`config.mk`:
```
export PLATFORM = sky130hd
export DESIGN_NAME = shared_reg_arbiter_flat
export DESIGN_NICKNAME = d
export VERILOG_FILES = /design/src/rtl/shared_reg_arbiter_pkg.sv /design/src/rtl/shared_reg_arbiter_if.sv /design/src/rtl/shared_reg_arbiter_rr_pick.sv /design/src/rtl/shared_reg_arbiter.sv /design/src/flat_wrapper.sv
export SDC_FILE = /design/constraint.sdc
export NUM_CORES = 1
export LEC_CHECK = 0
export CAP_MARGIN = 40
export CORE_ASPECT_RATIO = 1.4
export CORE_MARGIN = 3
export CORE_UTILIZATION = 41
export DETAILED_ROUTE_END_ITERATION = 7
export GPL_TIMING_DRIVEN = 0
export HOLD_SLACK_MARGIN = 0.03
export PLACE_DENSITY = 0.85
export SETUP_SLACK_MARGIN = 0.15
export SYNTH_ARGS = -nofsm -noshare
export SYNTH_HDL_FRONTEND = slang
export SYNTH_SLANG_ARGS = --single-unit
```
`constraint.sdc`:
```
create_clock -name Clock -period 3.2 [get_ports Clock]
set_clock_uncertainty 0.2 [all_clocks]
set_input_delay 0.48 -clock Clock [delete_from_list [all_inputs] [get_ports Clock]]
set_output_delay 0.48 -clock Clock [all_outputs]
set_load 0.005 [all_outputs]
```
`src/rtl/shared_reg_arbiter_pkg.sv`:
```
// Shared types and default sizes for the shared-register arbiter.
// No ports: arb_state_t plus default NREQ / WIDTH / MAX_LOCK.
package shared_reg_pkg;

   typedef enum logic [1:0] {
      IDLE   = 2'd0,
      GRANT  = 2'd1,
      LOCKED = 2'd2
   } arb_state_t;

   localparam int DEF_NREQ     = 4;
   localparam int DEF_WIDTH    = 8;
   localparam int DEF_MAX_LOCK = 8;

endpackage

```
`src/rtl/shared_reg_arbiter_if.sv`:
```
// Requester-side bus of the shared-register arbiter.
// req/lock/data in from requesters; gnt/owner/Q/Q_valid back.
interface shared_reg_arbiter_if #(
   parameter int NREQ  = 4,
   parameter int WIDTH = 8
);
   localparam int IW = $clog2(NREQ);

   logic [NREQ-1:0]       req;
   logic [NREQ-1:0]       lock;
   logic [NREQ*WIDTH-1:0] data;
   logic [NREQ-1:0]       gnt;
   logic [IW-1:0]         owner;
   logic [WIDTH-1:0]      Q;
   logic                  Q_valid;

   modport master (
      output req, lock, data,
      input  gnt, owner, Q, Q_valid
   );

   modport slave (
      input  req, lock, data,
      output gnt, owner, Q, Q_valid
   );
endinterface

```
`src/rtl/shared_reg_arbiter_rr_pick.sv`:
```
// Combinational round-robin pick: first req at or after ptr.
// in: req, ptr   out: win (one-hot), idx, any.
module rr_priority_pick #(
   parameter int NREQ = 4,
   parameter int IW   = $clog2(NREQ)
) (
   input  logic [NREQ-1:0] req,
   input  logic [IW-1:0]   ptr,
   output logic [NREQ-1:0] win,
   output logic [IW-1:0]   idx,
   output logic            any
);
   logic [IW:0]   s;
   logic [IW-1:0] j;

   // Scan from farthest to nearest so the nearest hit wins.
   always_comb begin
      win = '0;
      idx = '0;
      any = 1'b0;
      s   = '0;
      j   = '0;
      for (int k = NREQ - 1; k >= 0; k--) begin
         s = {1'b0, ptr} + (IW+1)'(k);
         if (s >= (IW+1)'(NREQ)) s = s - (IW+1)'(NREQ);
         j = s[IW-1:0];
         if (req[j]) begin
            any = 1'b1;
            idx = j;
         end
      end
      win[idx] = any;
   end
endmodule

```
`src/rtl/shared_reg_arbiter.sv`:
```
// Round-robin arbiter owning one shared WIDTH-bit register Q.
// Clock/Resetn (sync, active-low) plus bus: req/lock/data -> gnt/owner/Q/Q_valid.
module shared_reg_arbiter
   import shared_reg_pkg::*;
#(
   parameter int NREQ     = DEF_NREQ,
   parameter int WIDTH    = DEF_WIDTH,
   parameter int MAX_LOCK = DEF_MAX_LOCK
) (
   input logic                Clock,
   input logic                Resetn,
   shared_reg_arbiter_if.slave bus
);
   localparam int IW = $clog2(NREQ);
   localparam int CW = $clog2(MAX_LOCK + 1);
   localparam logic [CW-1:0] CNT_LIM = CW'(MAX_LOCK - 1);

   arb_state_t       state_q, state_d;
   logic [NREQ-1:0]  gnt_q, gnt_d;
   logic [IW-1:0]    owner_q, owner_d;
   logic [IW-1:0]    ptr_q, ptr_d;
   logic [CW-1:0]    lock_cnt_q, lock_cnt_d;
   logic [WIDTH-1:0] q_q, q_d;
   logic             q_valid_q, q_valid_d;

   logic            active, hit, cont;
   logic [IW-1:0]   ptr_inc, pick_ptr;
   logic [NREQ-1:0] pick_win;
   logic [IW-1:0]   pick_idx;
   logic            pick_any;

   // Grant continuation, and the priority used if it ends now.
   always_comb begin
      active  = (state_q != IDLE);
      hit     = active && bus.req[owner_q];
      ptr_inc = (owner_q == IW'(NREQ - 1)) ? '0 : owner_q + IW'(1);
      cont    = 1'b0;
      unique case (state_q)
         GRANT:   cont = hit && bus.lock[owner_q] && (MAX_LOCK > 1);
         LOCKED:  cont = hit && bus.lock[owner_q]
                         && (lock_cnt_q < CNT_LIM);
         default: cont = 1'b0;
      endcase
      pick_ptr = (active && !cont) ? ptr_inc : ptr_q;
   end

   rr_priority_pick #(.NREQ(NREQ), .IW(IW)) u_pick (
      .req (bus.req),
      .ptr (pick_ptr),
      .win (pick_win),
      .idx (pick_idx),
      .any (pick_any)
   );

   always_comb begin
      state_d    = state_q;
      gnt_d      = gnt_q;
      owner_d    = owner_q;
      ptr_d      = ptr_q;
      lock_cnt_d = lock_cnt_q;
      q_d        = q_q;
      q_valid_d  = 1'b0;
      if (hit) begin
         q_d       = bus.data[int'(owner_q)*WIDTH +: WIDTH];
         q_valid_d = 1'b1;
      end
      if (cont) begin
         state_d    = LOCKED;
         lock_cnt_d = lock_cnt_q + CW'(1);
      end else begin
         lock_cnt_d = '0;
         if (active) ptr_d = ptr_inc;
         // Back-to-back: next winner chosen with the updated pointer.
         if (pick_any) begin
            state_d = GRANT;
            gnt_d   = pick_win;
            owner_d = pick_idx;
         end else begin
            state_d = IDLE;
            gnt_d   = '0;
         end
      end
   end

   always_ff @(posedge Clock) begin
      if (!Resetn) begin
         state_q    <= IDLE;
         gnt_q      <= '0;
         owner_q    <= '0;
         ptr_q      <= '0;
         lock_cnt_q <= '0;
         q_q        <= '0;
         q_valid_q  <= 1'b0;
      end else begin
         state_q    <= state_d;
         gnt_q      <= gnt_d;
         owner_q    <= owner_d;
         ptr_q      <= ptr_d;
         lock_cnt_q <= lock_cnt_d;
         q_q        <= q_d;
         q_valid_q  <= q_valid_d;
      end
   end

   assign bus.gnt     = gnt_q;
   assign bus.owner   = owner_q;
   assign bus.Q       = q_q;
   assign bus.Q_valid = q_valid_q;
endmodule

```
`src/flat_wrapper.sv`:
```
// flat-port wrapper written by rule: the top's interface ports become plain ports
module shared_reg_arbiter_flat import shared_reg_pkg::*;
#(
   parameter int NREQ     = DEF_NREQ,
   parameter int WIDTH    = DEF_WIDTH,
   parameter int MAX_LOCK = DEF_MAX_LOCK
)
  (Clock, Resetn, bus_req, bus_lock, bus_data, bus_gnt, bus_owner, bus_Q, bus_Q_valid);
  shared_reg_arbiter_if #(.NREQ(NREQ), .WIDTH(WIDTH)) bus_i ();
  input logic Clock;
  input logic Resetn;
  input wire logic [$bits(bus_i.req)-1:0] bus_req;
  input wire logic [$bits(bus_i.lock)-1:0] bus_lock;
  input wire logic [$bits(bus_i.data)-1:0] bus_data;
  output wire logic [$bits(bus_i.gnt)-1:0] bus_gnt;
  output wire logic [$bits(bus_i.owner)-1:0] bus_owner;
  output wire logic [$bits(bus_i.Q)-1:0] bus_Q;
  output wire logic [$bits(bus_i.Q_valid)-1:0] bus_Q_valid;
  assign bus_i.req = bus_req;
  assign bus_i.lock = bus_lock;
  assign bus_i.data = bus_data;
  assign bus_gnt = bus_i.gnt;
  assign bus_owner = bus_i.owner;
  assign bus_Q = bus_i.Q;
  assign bus_Q_valid = bus_i.Q_valid;
  shared_reg_arbiter #(.NREQ(NREQ), .WIDTH(WIDTH), .MAX_LOCK(MAX_LOCK)) u_core (.Clock(Clock), .Resetn(Resetn), .bus(bus_i));
endmodule
```
After elaboration in Yosys (flattened, before gate mapping)
Index checks and enable logic that the tools add are counted.
Widths: inputs -> output; s select.

operators by class
  $add $sub $neg = 9
  multipliers = 0
  divide/modulo/power cells = 0
  $lt $le $gt $ge = 12
  eq/ne operators = 3
  shift-type cells = 1
  mux-type cells = 33
  bitwise operators = 3
  reductions and logical operators = 11

operators with widths
  kind                 number
  $shiftx 32x6->8      1
  $mux 2               11
  $lt 2x3->1 const B   6
  $mux 1               13
  $bmux 1 s2           6
  $ge 3x3->1 const B   3
  $sub 2x1->2 const B  4
  $add 2x2->3 const B  2
  $reduce_and 2->1     3
  $logic_and 1x1->1    5
  $add 4x1->4 const B  1
  $and 4x4->4          1
  $eq 2x2->1 const B   2
  $lt 4x3->1 const B   1
  $mux 4               1
  $add 2x1->3 const B  1
  $ge 2x3->1 const B   1
  $add 2x1->2 const B  1
  $demux 1 s2          1
  $eq 2x1->1 const B   1
  $ge 2x1->1 const B   1
  $not 1->1            2
  $pmux 1 s2           1
  $reduce_bool 2->1    1
  2 further kinds      2

word-level totals
  register bits after elaboration = 23
  bits in latches = 0
  memory bits (writable) = 0
  memory bits (read-only) = 0
  output and inout port bits = 15
  memories = 0

Logic depth before layout (Yosys ltp)
Gate-level depths: netlist (run 1).

  depth after elaboration = 24
  depth in mapped cells = 9

Hierarchy
Synthesis (run 1) repeated with hierarchy kept, for this count alone.

second synthesis, totals
  cell total of the unflattened synthesis = 156
  area, all modules = 1505.2 µm²

by module, submodules not included
  module              instances  cells each  area each (µm²)  sequential area each (µm²)
  shared_reg_arbiter  1          123         1293.7           460.4
  rr_priority_pick    1          33          211.5            0.0

Worst setup path before layout (run 1)
OpenSTA, ideal clock, no wires.

  kind = register to register
  from = register u_core.owner_q[0], in the netlist u_core.bus.owner[0]
  to = register u_core.gnt_q[0], in the netlist u_core.bus.gnt[0]
  arrival time = 2294 ps
  required time = 2883 ps
  setup slack = 589 ps
  stages on the path, launching flop included = 7
  path buffers = 0
  path through = dfxtp_1 > mux4_2 > a41oi_4 > mux2_2 > a22oi_1 > o2111ai_2 > a32o_1

on the way
  longest elaborated chain between the ends = 24
  elaborated cells on any way between the ends = 52
  classes of those cells = add/sub (8); order compare (6); eq/ne (1); mux (30); bitwise (1); reduce/logical (6)

RTL lines
  element                                                         line                                                text
  start, declared                                                 shared_reg_arbiter.sv:20                            logic [IW-1:0] owner_q, owner_d;
  start signal, assigned                                          shared_reg_arbiter.sv:97                            owner_q <= owner_d;
  $bmux 1 s2                                                      shared_reg_arbiter.sv:35                            hit = active && bus.req[owner_q];
  $mux 1 (implied by the code)                                    shared_reg_arbiter.sv:35
  $logic_and 1x1->1                                               shared_reg_arbiter.sv:35
  $logic_and 1x1->1                                               shared_reg_arbiter.sv:39, shared_reg_arbiter.sv:40
  $logic_and 1x1->1                                               shared_reg_arbiter.sv:41                            && (lock_cnt_q < CNT_LIM);
  $pmux 1 s2                                                      shared_reg_arbiter.sv:38                            unique case (state_q)
  $logic_not 1->1                                                 shared_reg_arbiter.sv:44                            pick_ptr = (active && !cont) ? ptr_inc : ptr_q;
  $logic_and 1x1->1                                               shared_reg_arbiter.sv:44
  (+5 left out)                                                   n/a
  $mux 1 (implied by the code)                                    shared_reg_arbiter_rr_pick.sv:27                    if (req[j]) begin
  $mux 2 (4 in series)                                            shared_reg_arbiter_rr_pick.sv:27
  $lt 2x3->1 (implied by the code) or $ge 2x1->1 (tied branches)  shared_reg_arbiter_rr_pick.sv:32                    win[idx] = any;
  $logic_and 1x1->1 (implied by the code)                         shared_reg_arbiter_rr_pick.sv:32
  $mux 1 (implied by the code)                                    shared_reg_arbiter_rr_pick.sv:32
  $demux 1 s2                                                     shared_reg_arbiter_rr_pick.sv:32
  $and 4x4->4 (no source line)                                    n/a
  $mux 4                                                          shared_reg_arbiter.sv:74                            if (pick_any) begin
  end signal, assigned                                            shared_reg_arbiter.sv:96                            gnt_q <= gnt_d;
  end, declared                                                   shared_reg_arbiter.sv:19                            logic [NREQ-1:0] gnt_q, gnt_d;

Parallel ways exist; a longest one is shown, timed or not. The select of a mux whose other input is x is not followed.
A chain may end at the register's enable or synchronous reset.

Final worst setup path (run 1)
  from = input bus_req[1]
  to = register u_core.gnt_q[1], in the netlist u_core.bus.gnt[1]

on the way
  longest elaborated chain between the ends = 24
  elaborated cells on any way between the ends = 47
  classes of those cells = add/sub (7); order compare (6); mux (27); bitwise (1); reduce/logical (6)

RTL lines
  element                                                         line                                                text
  start, declared                                                 flat_wrapper.sv:12                                  input wire logic [$bits(bus_i.req)-1:0] bus_req;
  $bmux 1 s2                                                      shared_reg_arbiter.sv:35
  $mux 1 (implied by the code)                                    shared_reg_arbiter.sv:35
  $logic_and 1x1->1                                               shared_reg_arbiter.sv:35
  $logic_and 1x1->1                                               shared_reg_arbiter.sv:39, shared_reg_arbiter.sv:40
  $logic_and 1x1->1                                               shared_reg_arbiter.sv:41
  $pmux 1 s2                                                      shared_reg_arbiter.sv:38
  $logic_not 1->1                                                 shared_reg_arbiter.sv:44
  $logic_and 1x1->1                                               shared_reg_arbiter.sv:44
  (+5 left out)                                                   n/a
  $mux 1 (implied by the code)                                    shared_reg_arbiter_rr_pick.sv:27
  $mux 2 (4 in series)                                            shared_reg_arbiter_rr_pick.sv:27
  $lt 2x3->1 (implied by the code) or $ge 2x1->1 (tied branches)  shared_reg_arbiter_rr_pick.sv:32
  $logic_and 1x1->1 (implied by the code)                         shared_reg_arbiter_rr_pick.sv:32
  $mux 1 (implied by the code)                                    shared_reg_arbiter_rr_pick.sv:32
  $demux 1 s2                                                     shared_reg_arbiter_rr_pick.sv:32
  $and 4x4->4 (no source line)                                    n/a
  $mux 4                                                          shared_reg_arbiter.sv:74

Parallel ways exist; a longest one is shown, timed or not. The select of a mux whose other input is x is not followed.

==> results.py, run 1 <==
metrics = {
    "outcome": {
        "status": "finished clean",
    },
    "grt": {
        "gr-usage-all-layers_pct": 18.7,
        "antenna_found_initial": 0,
        "grt_pass1_wl_mm": 5.40,
        "overflow": 0,
        "grt_pass1_vias": 1170,
        "grt_max_degree": 14,
    },
    "routing": {
        "drt_iter0_drc": 14,
        "ant_nets": 0,
        "drtPass1Iterations": 4,
        "drt_wl_total_mm": 3.61,
        "vias_per_cell": 5.38,
        "route.detailed.drc": 0,
        "wl_per_cell_um": 16.1,
        "num_vias": 1210,
    },
    "critical_path": {
        "r2r-start": "u_core.bus.owner[0]",
        "rrSetupSlack_ns": 0.42,
        "arrival_ns": 2.92,
        "required_ns": 3.16,
        "reg2reg_to": "u_core.bus.gnt[1]",
        "critPathCaptureType": "flip-flop",
        "crit_buf_inv": 1,
        "max_stage_delay_ns": 0.55,
        "critPathMaxFanout": 7,
        "cp_slowest_cell": "mux4_2",
        "rr_worst_depth": 7,
        "path_delay_family": "multiplexers",
        "cp_cell_sequence": "clkdlybuf4s50_1 > mux4_2 > a41oi_4 > mux2_2 > a22oi_1 > o2111ai_2 > a32o_1",
        "startpoint_type": "primary input",
        "worst-setup-path-type": "primary input to flip-flop",
    },
    "clock_network": {
        "clk_pin_slew_ns": 0.08,
        "h-tree-depth": 1,
        "cts_tree": "yes",
        "cts_num_sinks": 23,
        "worstSkewPairLatency_ns": 0.26,
        "clockBufferDepth": 2,
        "numCtsBuffers": 3,
        "cts-root-buf": "clkbuf_8",
        "postCtsHoldBufs": 0,
    },
    "pwr": {
        "finalPower_mw": 0.789,
        "leakage_nw": 0.792,
        "p_int_mw": 0.565,
        "combinationalPowerShare_pct": 35.7,
        "power_density_mw_per_mm2": 398,
        "p_switching_mw": 0.223,
        "netSwitchingFraction_pct": 28.3,
        "ir_drop_v": 0.000272,
        "clkPwrFrac_pct": 22.4,
        "p_seq_share_pct": 41.9,
    },
    "sta": {
        "worst_slew_pin_slew_ns": 0.430,
        "setup_viol": 0,
        "min_period_ns": 2.96,
        "slew_viol_final": 0,
        "whs_ns": 0.256,
        "finalHoldViolations": 0,
        "fin_crit_sh_pct": 92.4,
        "slew_headroom_pct": 71.3,
        "rsz0062_at_grt": "no",
        "max_freq_mhz": 338,
    },
    "final_layout": {
        "antennaDiodeCount": 0,
        "multi_input_area_um2": 797,
        "nFillCells": 238,
        "fin_nets": 236,
        "final_cell_mix": "clkdlybuf4s50_1, dfxtp_1, nor2_1",
        "area_growth_pct": 53.7,
        "drive_gt1_share_pct": 13.3,
        "layout_commonest_cell": "clkdlybuf4s50_1",
        "postLayoutCoreUtil_pct": 67.5,
        "ff_latch_area_um2": 460,
    },
    "synthesis": {
        "synth_edf_count": 0,
        "synth-seq-area-share_pct": 35.7,
        "synth_area_mm2": 0.00129,
        "synthesis.nets": 172,
        "syn-mean-instance-area_um2": 10.3,
        "yosysWarnings": 0,
        "synthFlopType": "dfxtp_1",
        "yosysUniqueCellTypes": 34,
        "synthCells": 125,
        "ys_seq_elements": 23,
        "async_flop_share_pct": 0,
    },
    "die": {
        "num_io_pins": 57,
        "dieArea_mm2": 0.00386,
        "rows": 23,
        "core-area_mm2": 0.00294,
        "start_util_pct": 43.9,
        "die_width_um": 53.4,
        "fp.dieH_um": 72.3,
    },
    "worst_hold_path": {
        "hold_depth": 1,
        "hold-path-endpoint": "u_core.lock_cnt_q[0]",
        "hold_start": "u_core.lock_cnt_q[0]",
        "hold_path.class": "flip-flop to flip-flop",
    },
    "placed_design": {
        "dpl.hpwl_mm": 2.84,
        "port_buffers": 56,
        "gp_congestion": 0.851,
    },
    "flow_run": {
        "maxCapViolCount": 0,
    },
}
layer usage:
| metal | vias up | global-route usage (%) | routed length, um |
|---|---|---|---|
| li1 | 583 | - | - |
| met1 | 584 | 19.7 | 1350 |
| met2 | 39 | 34.4 | 1980 |
| met3 | 4 | 3.29 | 229 |
| met4 | 0 | 8.81 | 55 |
| met5 | - | 0 | 0 |
synthesized netlist by cell type (3+ instances only):
master   instances  area [um^2]
dfxtp_1         23          460
ha_1             5         62.6
inv_1            7         26.3
mux2i_1         13          130
mux4_2           9          203
nand2_1         12         45.0
nand3_1          3         15.0
nor2_1          19         71.3
final cells by class:
cell class / instances / area share, %
Clock inverter: 1 / 0.253
Buffer: 4 / 0.948
Timing Repair Buffer: 59 / 29.6
Tap cell: 37 / 2.34
Inverter: 7 / 1.33
Multi-Input combinational cell: 91 / 40.2
Sequential cell: 23 / 23.2
Clock buffer: 3 / 2.08
kinds of logic (layout without fill, tap and decap cells):
| family | Yosys count | count (layout) | share of synthesized area [%] |
|---|---|---|---|
| muxes | 24 | 24 | 27.6 |
| DFF | 23 | 23 | 35.7 |
| and+or+nand+nor | 46 | 46 | 16.6 |
| buffers and inverters | 11 | 74 | 3.40 |
| adders and majority gates | 5 | 5 | 4.85 |
| AOI/OAI and AO/OA | 14 | 14 | 10.5 |
| xor gates and xnor gates | 2 | 2 | 1.36 |
state kept, by name, summed over array words and instances (netlist names):
register / count
u_core.bus.owner: 2
u_core.ptr_q: 2
u_core.bus.Q: 8
u_core.bus.Q_valid: 1
u_core.lock_cnt_q: 4
u_core.state_q: 2
u_core.bus.gnt: 4
power groups by stage:
stage / Combinational (mW) / Clock [mW] / Sequential [mW]
5_1_grt: 0.303 / 0.189 / 0.334
2_1_floorplan: 0.144 / 0 / 0.335
3_3_place_gp: 0.259 / 0 / 0.334
4_1_cts: 0.270 / 0.180 / 0.329
6_report: 0.282 / 0.177 / 0.330
3_5_place_dp: 0.267 / 0 / 0.336
per-stage QoR:
step / cells / worst slack [ns] / setup TNS, ns / instance area [um^2]
global placement: 218 / -0.113 / -0.244 / 1900
finish: 225 / 0.244 / 0 / 1980
CTS: 222 / 0.163 / 0 / 1950
detailed placement: 218 / -0.153 / -0.408 / 1900
global route: 225 / 0.155 / 0 / 1980
floorplan: 125 / 0.589 / 0 / 1290
what timing repair did:
action / in CTS / in global routing
resized for setup: 1 / 4
buffers inserted: 0 / 3
pin swaps: 0 / 1
endpoints found under the setup margin: 1 / 6
worst max path at each step:
| stage | from | to | depth (start not counted) |
|---|---|---|---|
| final | bus_req[1] | u_core.bus.gnt[1] | 7 |
| after global routing | bus_req[2] | u_core.bus.gnt[1] | 7 |
| after CTS | bus_req[3] | u_core.bus.gnt[0] | 7 |
| after detailed placement | bus_req[3] | u_core.bus.gnt[0] | 7 |
| after global placement | bus_req[3] | u_core.bus.gnt[0] | 7 |
| after floorplan | u_core.bus.owner[0] | u_core.bus.gnt[0] | 6 |
No activity file was read; power rests on OpenSTA's default activity.
==> run 2: changes to the inputs <==
- CAP_MARGIN: 40 -> default
==> results of run 2 <==
Same layout as run 1: the final DEF is identical, and so are final timing and power.
